===== config.mk =====
export PLATFORM = sky130hd
export DESIGN_NAME = imem_port_arbiter
export DESIGN_NICKNAME = d
export VERILOG_FILES = /design/src/rtl/imem_arb_pkg.sv /design/src/rtl/imem_starve_ctr.sv /design/src/rtl/imem_port_arbiter.sv
export SDC_FILE = /design/constraint.sdc
export NUM_CORES = 1
export LEC_CHECK = 0
export ABC_AREA = 1
export CAP_MARGIN = 40
export CORE_ASPECT_RATIO = 0.7
export CORE_MARGIN = 2
export CORE_UTILIZATION = 31
export CTS_CLUSTER_DIAMETER = 120
export DETAILED_ROUTE_END_ITERATION = 6
export GPL_TIMING_DRIVEN = 0
export PLACE_DENSITY = 0.73
export SETUP_SLACK_MARGIN = 0.02
export SLEW_MARGIN = 0
export SYNTH_ARGS = -nofsm -noshare
export SYNTH_HDL_FRONTEND = slang
export SYNTH_SLANG_ARGS = --single-unit

===== constraint.sdc =====
create_clock -name clk -period 1.7 [get_ports clk]
set_input_delay 0.34 -clock clk [delete_from_list [all_inputs] [get_ports clk]]
set_output_delay 0.34 -clock clk [all_outputs]
set_load 0.02 [all_outputs]

===== src/rtl/imem_arb_pkg.sv =====
// rtl/imem_arb_pkg.sv - shared owner encoding and default widths for the imem port arbiter
package imem_arb_pkg;

  localparam int ADDR_W_DEF = 30;
  localparam int DATA_W_DEF = 32;

  typedef enum logic [1:0] {
    OWN_NONE = 2'd0,
    OWN_IF   = 2'd1,
    OWN_DM   = 2'd2
  } owner_e;

endpackage


===== src/rtl/imem_starve_ctr.sv =====
// rtl/imem_starve_ctr.sv - counts consecutive denied DM cycles, flags when DM must be force-granted
module imem_starve_ctr
  import imem_arb_pkg::*;
#(
  parameter int STARVE_MAX = 4
) (
  input  logic clk,
  input  logic rst_n,
  input  logic dm_req,
  input  logic dm_gnt,
  output logic at_max
);

  localparam logic [3:0] MAX = 4'(STARVE_MAX);

  logic [3:0] cnt;
  logic       denied;

  assign denied = dm_req && !dm_gnt;

  always_ff @(posedge clk) begin
    if (!rst_n) begin
      cnt <= '0;
    end else if (!denied) begin
      cnt <= '0;
    end else if (cnt != MAX) begin
      cnt <= cnt + 4'd1;
    end
  end

  assign at_max = (cnt == MAX);

endmodule


===== src/rtl/imem_port_arbiter.sv =====
// rtl/imem_port_arbiter.sv - shares the single-port instruction ROM between IF and the DM read port
module imem_port_arbiter
  import imem_arb_pkg::*;
#(
  parameter int ADDR_W     = ADDR_W_DEF,
  parameter int DATA_W     = DATA_W_DEF,
  parameter int STARVE_MAX = 4,
  parameter int CNT_W      = 16
) (
  input  logic              clk,
  input  logic              rst_n,
  input  logic              if_req,
  input  logic [ADDR_W-1:0] if_addr,
  output logic              if_gnt,
  output logic              if_rvalid,
  output logic [DATA_W-1:0] if_rdata,
  input  logic              dm_req,
  input  logic [ADDR_W-1:0] dm_addr,
  output logic              dm_gnt,
  output logic              dm_rvalid,
  output logic [DATA_W-1:0] dm_rdata,
  output logic [ADDR_W-1:0] rom_addr,
  input  logic [DATA_W-1:0] rom_rdata,
  output logic [CNT_W-1:0]  conflict_cnt
);

  logic              at_max;
  owner_e            owner;
  logic [ADDR_W-1:0] last_addr;

  imem_starve_ctr #(
    .STARVE_MAX(STARVE_MAX)
  ) u_starve (
    .clk   (clk),
    .rst_n (rst_n),
    .dm_req(dm_req),
    .dm_gnt(dm_gnt),
    .at_max(at_max)
  );

  // Idle cycles keep the last address on the ROM so its address pins do not toggle.
  always_comb begin
    if_gnt   = 1'b0;
    dm_gnt   = 1'b0;
    rom_addr = last_addr;
    if (!rst_n) begin
      rom_addr = '0;
    end else begin
      if (if_req && !(dm_req && at_max)) begin
        if_gnt = 1'b1;
      end else if (dm_req) begin
        dm_gnt = 1'b1;
      end
      if (if_gnt) begin
        rom_addr = if_addr;
      end else if (dm_gnt) begin
        rom_addr = dm_addr;
      end
    end
  end

  always_ff @(posedge clk) begin
    if (!rst_n) begin
      owner        <= OWN_NONE;
      last_addr    <= '0;
      conflict_cnt <= '0;
    end else begin
      if (if_gnt) begin
        owner <= OWN_IF;
      end else if (dm_gnt) begin
        owner <= OWN_DM;
      end else begin
        owner <= OWN_NONE;
      end
      if (if_gnt || dm_gnt) begin
        last_addr <= rom_addr;
      end
      if (if_req && dm_req && (conflict_cnt != '1)) begin
        conflict_cnt <= conflict_cnt + 1'b1;
      end
    end
  end

  // Gating with rst_n drops a response whose grant was issued just before reset.
  assign if_rvalid = rst_n && (owner == OWN_IF);
  assign dm_rvalid = rst_n && (owner == OWN_DM);
  assign if_rdata  = if_rvalid ? rom_rdata : '0;
  assign dm_rdata  = dm_rvalid ? rom_rdata : '0;

endmodule

**After elaboration in Yosys (flattened, before gate mapping)**

Index checks and enable logic that the tools add are counted.

- Add/subtract/negate cells: 2
- Equality and inequality tests: 5
- Multiplexer cells: 14
- Bitwise logic cells: 1
- Reduce and logical (&&, ||, !) cells: 12

Operators with widths:

| operator | number |
|---|---|
| $mux 30 | 3 |
| $mux 32 | 2 |
| $add 16x1->16 const B | 1 |
| $ne 16x16->1 const B | 1 |
| $mux 1 | 8 |
| $logic_and 1x1->1 | 7 |
| $add 4x1->4 const B | 1 |
| $eq 4x3->1 const B | 1 |
| $ne 4x3->1 const B | 1 |
| $eq 2x1->1 const B | 1 |
| $eq 2x2->1 const B | 1 |
| $logic_not 1->1 | 2 |
| $mux 2 | 1 |
| $reduce_and 2->1 | 1 |
| $reduce_or 2->1 | 1 |
| $logic_or 1x1->1 | 1 |
| $not 1->1 | 1 |

- Register bits after elaboration: 52

**Logic depth before layout (Yosys ltp)**

- Depth after elaboration: 10
- Depth in mapped cells: 10
- Depth with buffers taken out: 9

**Cells and area by module**

A second synthesis with hierarchy kept.

- Cell total of the unflattened synthesis: 496
- Area total of the unflattened synthesis: 3094.2 µm²

Modules (own cells, without submodules):

| module | times used | cells an instance | area each (µm²) | seq. area each (µm²) |
|---|---|---|---|---|
| imem_port_arbiter | 1 | 460 | 2862.7 | 960.9 |
| imem_starve_ctr | 1 | 36 | 231.5 | 80.1 |

**Worst setup path after synthesis**

OpenSTA, ideal clock, no wires.

- Kind: flip-flop to output port
- Start: register u_starve.cnt[0]
- End: output rom_addr[7]
- Arrival time: 1.687 ns
- Setup slack: -0.327 ns
- Stages on the path, launching flop included: 11
- Path buffers: 1
- Cell sequence: dfxtp_1 inv_1 ha_1 nand2_1 nor2_2 nand2_1 nand2_2 nand2_2 buf_2 nor2_1 o21ai_0

- Longest elaborated chain between the ends: 9
- Elaborated cells between the ends (all ways): 11
- Classes of those cells: 1 x eq/ne; 7 x mux; 3 x reduce/logical

RTL lines:

| element | RTL line | RTL |
|---|---|---|
| start, declared | imem_starve_ctr.sv:16 | `logic [3:0] cnt;` |
| start signal, assigned | imem_starve_ctr.sv:27 | `cnt <= cnt + 4'd1;` |
| $eq 4x3->1 (*) | imem_starve_ctr.sv:31 | `assign at_max = (cnt == MAX);` |
| $logic_and 1x1->1 (*) | imem_port_arbiter.sv:49 | `if (if_req && !(dm_req && at_max)) begin` |
| $logic_not 1->1 (*) | imem_port_arbiter.sv:49 |  |
| $logic_and 1x1->1 (*) | imem_port_arbiter.sv:49 |  |
| $mux 1 | imem_port_arbiter.sv:49 |  |
| $mux 1 | imem_port_arbiter.sv:46 | `if (!rst_n) begin` |
| $mux 30 | imem_port_arbiter.sv:56 | `end else if (dm_gnt) begin` |
| $mux 30 (*) | imem_port_arbiter.sv:54 | `if (if_gnt) begin` |
| $mux 30 (*) | imem_port_arbiter.sv:46 |  |
| end, declared | imem_port_arbiter.sv:22 | `output logic [ADDR_W-1:0] rom_addr,` |

Mark *: on every way between the ends. The rest lies on a longest branch, timed or not. The select of a mux whose other input is x is not followed.

**Final worst setup path**

- Start: register u_starve.cnt[1]
- End: output rom_addr[10]

The elaborated chain is that of the path after synthesis.

==> impl_metrics.yaml <==
outcome:
  outcome: "complete, but fails checks"
  violations: "negative setup slack"
timing:
  post-route-period-util: 1.30
  timing.slew.headroom: 0.491
  period_needed_ns: 2.22
  rsz0062_at_grt: "true"
  setup_violations: 77
  layout_setup_ws_ns: -0.515
  drv_slew: 0
  skew_ns: 0.00489
  worstMarginPinSlew_ns: 0.764
  whs_ns: 0.484
  max_freq_mhz: 451
  hold_viol: 0
logic_synthesis:
  postSynthAreaPerCell_um2: 6.39
  ys_seq_elements: 52
  synth_edf_count: 0
  synth_top_area_cell: "dfxtp_1"
  syn_inst: 487
  async_reset_ff_frac: 0
  synth_ff_type: "dfxtp_1"
  yosys_warnings: 0
  synth_area_mm2: 0.00311
  synth-seq-area-share: 0.335
  yosysTopAreaCellShare: 0.335
  ys_top_cells_by_area: "dfxtp_1 33%, nor2_1 14%, nand2_1 11%"
  syn-num-nets: 586
  synth_cell_types: 27
route:
  ant_nets: 0
  avgViaCountPerCell: 4.89
  firstDrtPassIters: 4
  wirelength_mm: 14.2
  vias: 4256
  drtIter0Drc: 245
  drc: 0
  wire_per_inst_um: 16.3
layout:
  antenna_cells: 0
  final_cell_mix: "94 x clkdlybuf4s50_1, 75 x buf_6, 72 x nor2_4, 58 x nand2_1, 52 x buf_4"
  layout_commonest_cell: "clkdlybuf4s50_1"
  finalNetCount: 840
  drive_gt1_frac: 0.478
  finalNonFillerCells: 870
  areaGrowthSynthToFinish_pct: 126
worst_setup_path:
  r2r.worst_path.cells: 9
  cp-start-kind: "register"
  rrSetupSlack_ns: 0.12
  cp_cell_sequence: "inv_2 > ha_4 > nand2_4 > nor2_4 > nand2_4 > nand2_8 > nand2_4 > buf_8 > nor2_2 > o21ai_2 > buf_6"
  critPathRequiredTime_ns: 1.36
  cp.buffers_inverters: 3
  crit_family: "simple AND/OR/NAND/NOR gates"
  r2r_end: "conflict_cnt[8]$_SDFFE_PN0P_"
  arrival_ns: 1.88
  r2r-start: "conflict_cnt[0]$_SDFFE_PN0P_"
  cp_slowest_cell: "dfxtp_2"
  cpPeakStageDelay_ns: 0.33
  worst_path_most_repeated_cell: "nand2_4"
  end_kind: "output pin"
  crit_cells: 11
  crit_fanout: 10
  path_class: "reg -> out"
placed_design:
  io_buffers: 207
  dp_slack_ns: -0.900
  dpl.hpwl_mm: 9.69
  dp_cells: 822
  gp_congestion: 0.839
clocking:
  clock_path_buffers: 2
  cts_buffers: 5
  htreeDepth: 2
  insertion_delay_ns: 0.30
  hold_buffers: 0
  clkSlewWorstSetupHoldPaths_ns: 0.07
  cts.sink_count: 52
  cts_tree: "yes"
  cts-root-buf: "clkbuf_16"
grt:
  grt_use_total: 0.225
  overflow: 0
  grt_max_degree: 17
  grt_pass1_vias: 3811
  grt_pass1_wl_mm: 19.1
  antenna_found_initial: 0
floorplan:
  rows: 30
  coreArea_mm2: 0.00972
  die_w_um: 124
  die_area_mm2: 0.0109
  ios: 210
  die_h_um: 87.8
  start_util: 0.320
worst_hold_path:
  hold_class: "in -> reg"
  worstHoldEndpoint: "last_addr[3]$_SDFFE_PN0P_"
  min_from: "rst_n"
  holdPathStages: 3
power_and_ir_drop:
  powerDensity_mw_per_mm2: 520
  p_leak_nw: 2.95
  vdd_drop_max_uv: 442
flow_run:
  drv_cap: 0
-- timing repair --
action / CTS / global route
setup buffers: 5 / 26
pin swaps: 13 / 14
endpoints found under the setup margin: 115 / 103
gates cloned: 3 / 6
gates resized for setup: 465 / 312
-- cell families (layout without fill, tap and decap cells) --
group	after synthesis	in the layout	share of synthesized area
AND/OR/NAND/NOR	237	238	0.309
AO/OA/AOI/OAI	112	112	0.220
buffers and inverters	74	328	0.0998
flip-flops	52	52	0.335
XOR/XNOR	9	9	0.0253
adder cells (fa/ha/maj)	3	3	0.0121
-- worst max path at each step --
| stage | from | to | slack [ns] |
|---|---|---|---|
| after global routing | u_starve.cnt[1]$_SDFFE_PN0P_ | rom_addr[10] | -0.62 |
| final | u_starve.cnt[1]$_SDFFE_PN0P_ | rom_addr[10] | -0.52 |
| after detailed placement | if_req | rom_addr[24] | -0.90 |
| after global placement | if_req | rom_addr[27] | -0.88 |
| after floorplan | u_starve.cnt[1]$_SDFFE_PN0P_ | rom_addr[7] | -0.05 |
| after CTS | u_starve.cnt[1]$_SDFFE_PN0P_ | rom_addr[28] | -0.46 |
-- metal layers --
metal	GRT usage	routed length, um	part of all wire	up-vias
li1	-	-	-	2094
met1	0.305	5980	0.42	2029
met2	0.374	7270	0.51	116
met3	0.0553	782	0.055	17
met4	0.0310	165	0.012	0
met5	0	0	0	-
-- worst register-to-register path: cells and delay by family (launching register included) --
family | cells | cell delay (ns)
buf+inv | 1 | 0.18
compound gates | 1 | 0.05
flops | 1 | 0.38
fa+ha+maj | 1 | 0.21
simple gates | 6 | 0.63
-- report_power, final --
| group | switching [mW] | leakage [nW] | internal [mW] | total [mW] |
|---|---|---|---|---|
| Sequential | 0.0239 | 0.431 | 1.28 | 1.31 |
| Clock | 0.463 | 0.0815 | 0.701 | 1.16 |
| Combinational | 0.604 | 2.43 | 0.588 | 1.19 |
-- registers in the layout (all words and copies together) (netlist names) --
signal	count
last_addr	30
u_starve.cnt	4
conflict_cnt	16
owner	2
-- area by class of cell --
type                            count  area [um2]
Fill cell                         701        2680
Multi-Input combinational cell    362        2660
Timing Repair Buffer              246        2510
Sequential cell                    52        1050
Buffer                             26         299
Inverter                           48         185
Tap cell                          128         160
Clock buffer                        6         129
Clock inverter                      2        38.8
-- cell usage after synthesis, types with 2 or more instances --
library cell	number
dfxtp_1	52
a21oi_2	9
nand2_1	90
a21oi_1	8
inv_1	46
o21ai_1	2
buf_4	4
ha_1	3
xnor2_1	3
buf_1	3
nand3_1	10
xor2_1	6
clkbuf_1	10
o211ai_1	30
nand2_2	6
inv_2	2
nor2_1	119
nor2_2	3
buf_2	8
o21ai_0	62
nand4_1	5
-- through the flow --
| step | area, um2 | utilization | power (mW) | TNS [ns] |
|---|---|---|---|---|
| after detailed placement | 5770 | 0.593 | 2.26 | -59.76 |
| after global routing | 7040 | 0.724 | 3.80 | -25.38 |
| after global placement | 5770 | 0.593 | 2.25 | -57.82 |
| after CTS | 6110 | 0.628 | 3.48 | -21.86 |
| final | 7040 | 0.724 | 3.66 | -19.00 |
| after floorplan | 3530 | - | 1.78 | -1.16 |
(Power assumes the default switching activity.)
